File: src/rtl/exp_mu_mult_core.sv
// Arithmetic/control core for the S0*exp(t*mu) path generator: sweep-enable SR flop,
// pipelined frac(t*mu) multiplier and pipelined Q4.14 x Q4.14 -> Q3.15 scaler.
module exp_mu_mult_core #(
    parameter int LAT_TMU = 3,
    parameter int LAT_P   = 3
) (
    input  logic        CLK,
    input  logic        RST,
    input  logic        iSet,
    input  logic        iClr,
    output logic        oQ,
    input  logic [8:0]  iT,
    input  logic [17:0] iMu,
    output logic [17:0] oTMu,
    input  logic [17:0] iA,
    input  logic [17:0] iB,
    output logic [17:0] oP
);

    logic        q_q, q_d;
    logic [8:0]  t_q;
    logic [17:0] mu_q;
    logic [17:0] a_q, b_q;
    logic [17:0] tmu_prod_d;
    logic [17:0] p_prod_d;
    logic [17:0] tmu_pipe_q [LAT_TMU];
    logic [17:0] p_pipe_q   [LAT_P];

    // Clear wins over set so a sweep-done pulse can never be masked by a restart.
    always_comb begin
        q_d = q_q;
        if (iClr) begin
            q_d = 1'b0;
        end else if (iSet) begin
            q_d = 1'b1;
        end
    end

    always_ff @(posedge CLK or posedge RST) begin
        if (RST) begin
            q_q <= 1'b0;
        end else begin
            q_q <= q_d;
        end
    end

    // Only the fractional 18 bits of t*mu are kept, so an 18-bit product suffices.
    assign tmu_prod_d = {9'b0, t_q} * mu_q;

    // Q8.28 product; bits [30:13] form Q3.15 with the top bits wrapping away.
    assign p_prod_d = 18'((31'(a_q) * 31'(b_q)) >> 13);

    always_ff @(posedge CLK or posedge RST) begin
        if (RST) begin
            t_q  <= '0;
            mu_q <= '0;
            a_q  <= '0;
            b_q  <= '0;
        end else begin
            t_q  <= iT;
            mu_q <= iMu;
            a_q  <= iA;
            b_q  <= iB;
        end
    end

    always_ff @(posedge CLK or posedge RST) begin
        if (RST) begin
            for (int i = 0; i < LAT_TMU; i++) begin
                tmu_pipe_q[i] <= '0;
            end
        end else begin
            tmu_pipe_q[0] <= tmu_prod_d;
            for (int i = 1; i < LAT_TMU; i++) begin
                tmu_pipe_q[i] <= tmu_pipe_q[i-1];
            end
        end
    end

    always_ff @(posedge CLK or posedge RST) begin
        if (RST) begin
            for (int i = 0; i < LAT_P; i++) begin
                p_pipe_q[i] <= '0;
            end
        end else begin
            p_pipe_q[0] <= p_prod_d;
            for (int i = 1; i < LAT_P; i++) begin
                p_pipe_q[i] <= p_pipe_q[i-1];
            end
        end
    end

    assign oQ   = q_q;
    assign oTMu = tmu_pipe_q[LAT_TMU-1];
    assign oP   = p_pipe_q[LAT_P-1];

endmodule

File: config.mk
export PLATFORM = sky130hd
export DESIGN_NAME = exp_mu_mult_core
export DESIGN_NICKNAME = d
export VERILOG_FILES = /design/src/rtl/exp_mu_mult_core.sv
export SDC_FILE = /design/constraint.sdc
export NUM_CORES = 1
export LEC_CHECK = 0
export CORE_ASPECT_RATIO = 1.2
export CORE_MARGIN = 2
export CORE_UTILIZATION = 62
export DETAILED_ROUTE_END_ITERATION = 8
export PLACE_DENSITY = 0.9
export SLEW_MARGIN = 25
export SYNTH_ARGS = -nofsm -noshare
export SYNTH_HDL_FRONTEND = slang
export SYNTH_SLANG_ARGS = --single-unit
File: constraint.sdc
create_clock -name CLK -period 7.42 [get_ports CLK]
set_input_delay 1.855 -clock CLK [delete_from_list [all_inputs] [get_ports CLK]]
set_output_delay 1.855 -clock CLK [all_outputs]
set_load 0.03 [all_outputs]
==> impl_metrics.yaml <==
global_routing:
  track_usage_pct: 28.8
  grt_pass1_wl_um: 65200
  antenna_found_initial: 0
  grt_max_degree: 71
  gr-total-overflow: 0
  first_global_vias: 13300
clock_network:
  cts_root_buf: "clkbuf_16"
  clkSlewWorstSetupHoldPaths_ns: 0.09
  clk_latency_ns: 0.46
  cts-htree-levels: 4
  numCtsBuffers: 17
  cts_hold_buf: 0
  cts.path.max_buffers: 2
  clock-sinks: 172
  cts_setup_buffers: 0
  cts_tree: "done"
  cts_resized: 0
final_layout:
  design_area_um2: 19100
  area_growth_pct: 9.21
  diodes: 0
  drive_gt1_share_pct: 2.40
  utilization_pct: 68.8
  nets: 2237
setup_path:
  cp.required_ns: 7.80
  rr_startpoint: "a_q[11]"
  crit_end: "p_pipe_q[53]"
  crit_top_cell: "fa_1"
  worstSetupPathType: "register to register"
  regToRegSetupSlack_ns: 1.19
  cp.arrival_ns: 6.61
  cp-start-kind: "register"
  reg2reg_depth: 18
  cpPeakStageDelay_ns: 0.78
  crit_path_start: "a_q[11]"
  r2r_end: "p_pipe_q[53]"
  slowest_stage: "dfrtp_1"
  crit_chain: "nand2_1 -> fa_1 -> fa_1 -> fa_1 -> inv_1 -> fa_1 -> fa_1 -> inv_1 -> fa_1 -> inv_1 -> ha_1 -> and3_1 -> and2_2 -> nand4_1 -> a21o_1 -> a211oi_1 -> o22a_1 -> xnor2_1"
  crit_path_end_kind: "register"
  critPathMaxFanout: 18
synthesis:
  synthArstFlopShare_pct: 100
  synth_nets: 2209
  yosys-mux-area-fraction_pct: 0
  synth_cells: 1708
  ys.flop_type: "dfrtp_1"
  synth.most_common_cell: "inv_1"
  syn_avg_cell_area_um2: 10.3
  synth_compound_area_share_pct: 3.28
  ys_warn_count: 0
  synth_area_leaders: "fa_1, dfrtp_1, inv_1, ha_1, and2_1"
  synthAdderAreaFrac_pct: 45.0
  ys_ff_latch: 172
  yosysTopAreaCellShare_pct: 37.4
  synth_top_family_by_area: "adder cells"
  netlist_top_cells_count: "inv_1, fa_1, nand2_1"
  synthesis.area_um2: 17500
  seq_area_frac_synth_pct: 24.6
  synth-xor-area-share_pct: 2.55
  synthDistinctLibCells: 45
  yosys.area.top_type: "fa_1"
  synthSimpleGateAreaFrac_pct: 13.6
  synth_edf_count: 0
min_path:
  hold_path_class: "register to register"
  hold_path_depth: 0
timing:
  rsz0062_at_grt: "false"
  skew_ns: 0.0253
  finalHoldViolCount: 0
  post-route-period-util_pct: 83.9
  slew_headroom_pct: 42.6
  setup-violations-final: 0
  fmax_mhz: 161
  slew_violations: 0
  tightest_slew_ns: 0.861
  hold_ws_ns: 0.344
  tns_ns: 0
  fin_crit_ns: 6.23
placement:
  placed_area_um2: 18600
  gp_congestion: 0.944
  dp_hpwl_um: 30100
  io_buffers: 103
route:
  post_drt_wl_per_cell_um: 18.4
  routed_via_density: 5.49
  vias: 11700
  drt-initial-drc-count: 938
  postRouteAntennaNets: 0
  drc: 0
  routed_wl_um: 39200
  firstDrtPassIters: 6
floorplanning:
  dieWidth_um: 157
  io_pins: 104
  rows: 67
  core_area_um2: 27800
  die_area_um2: 29600
  die_h_um: 188
  start_util_pct: 63.0
run:
  cap_violations: 0
run_status:
  status: "finished clean"
[sequential cells by signal, summed over array words and instances, names as in the netlist]
signal,flops
t_q,9
mu_q,18
oP,18
p_pipe_q,36
oQ,1
oTMu,18
tmu_pipe_q,36
a_q,18
b_q,18
[through the flow]
step	setup WS, ns	std cells
2_1_floorplan	0.905	1708
3_3_place_gp	1.45	2096
3_5_place_dp	1.23	2096
4_1_cts	1.24	2128
5_1_grt	1.02	2128
6_report	1.19	2128
[worst min path at each step]
stage,startpoint,slack (ns),end
global route,tmu_pipe_q[51],0.35,tmu_pipe_q[33]
CTS,p_pipe_q[25],0.35,oP[7]
finish,tmu_pipe_q[32],0.34,oTMu[14]
floorplan,p_pipe_q[18],0.33,oP[0]
detailed placement,p_pipe_q[23],0.33,oP[5]
global placement,tmu_pipe_q[37],0.33,tmu_pipe_q[19]
[layer usage]
layer  part of all wire, %  GRT usage [%]  up-vias
met5                     0              0        -
met4                   5.0           14.2        0
met3                   7.0           4.78      165
met2                    54           51.2      575
met1                    34           33.5     5959
li1                      -              -     4982
[cells in the final DEF, fill, tap and decap left out, types with 3 or more instances in the layout]
master,n
o21a_1,4
nand2b_1,3
nand2_1,261
ha_1,107
clkdlybuf4s50_1,103
and3_1,3
a21o_1,7
o21bai_1,3
dfrtp_1,172
fa_1,327
inv_6,5
inv_1,383
nor2_1,16
and2_1,190
a211oi_1,4
a21oi_1,20
nor2b_1,4
nand3_1,3
xnor2_1,36
clkbuf_8,3
a31oi_1,3
o21ai_1,3
o21ai_0,11
nor3_1,4
clkbuf_16,17
o211ai_1,3
xor2_1,15
o221ai_1,3
inv_8,4
[worst max-delay path: cells and delay by family, from the launching register on]
kind / cells / cell delay [ns]
compound gates: 3 / 0.86
xor+xnor: 1 / 0.12
fa+ha+maj: 7 / 3.46
buf+inv: 3 / 0.16
flops: 1 / 0.78
simple gates: 4 / 0.79
[final cells by class]
cell class / count / area (um^2)
multi-input cells: 1056 / 11300
inverters: 384 / 1450
clock buffers: 21 / 470
clock inverters: 11 / 114
repair buffers: 105 / 1050
fillers: 1975 / 8690
flip-flops and latches: 172 / 4300
well taps: 379 / 474
[cell families after synthesis]
kind of cell,after synthesis
flip-flops,172
XOR/XNOR,51
AO/OA/AOI/OAI,80
AND/OR/NAND/NOR,491
adder cells (fa/ha/maj),434
buffers and inverters,480
Power is not shown: default switching activity piles up to over one toggle a cycle in this logic, so the estimate is an artifact.
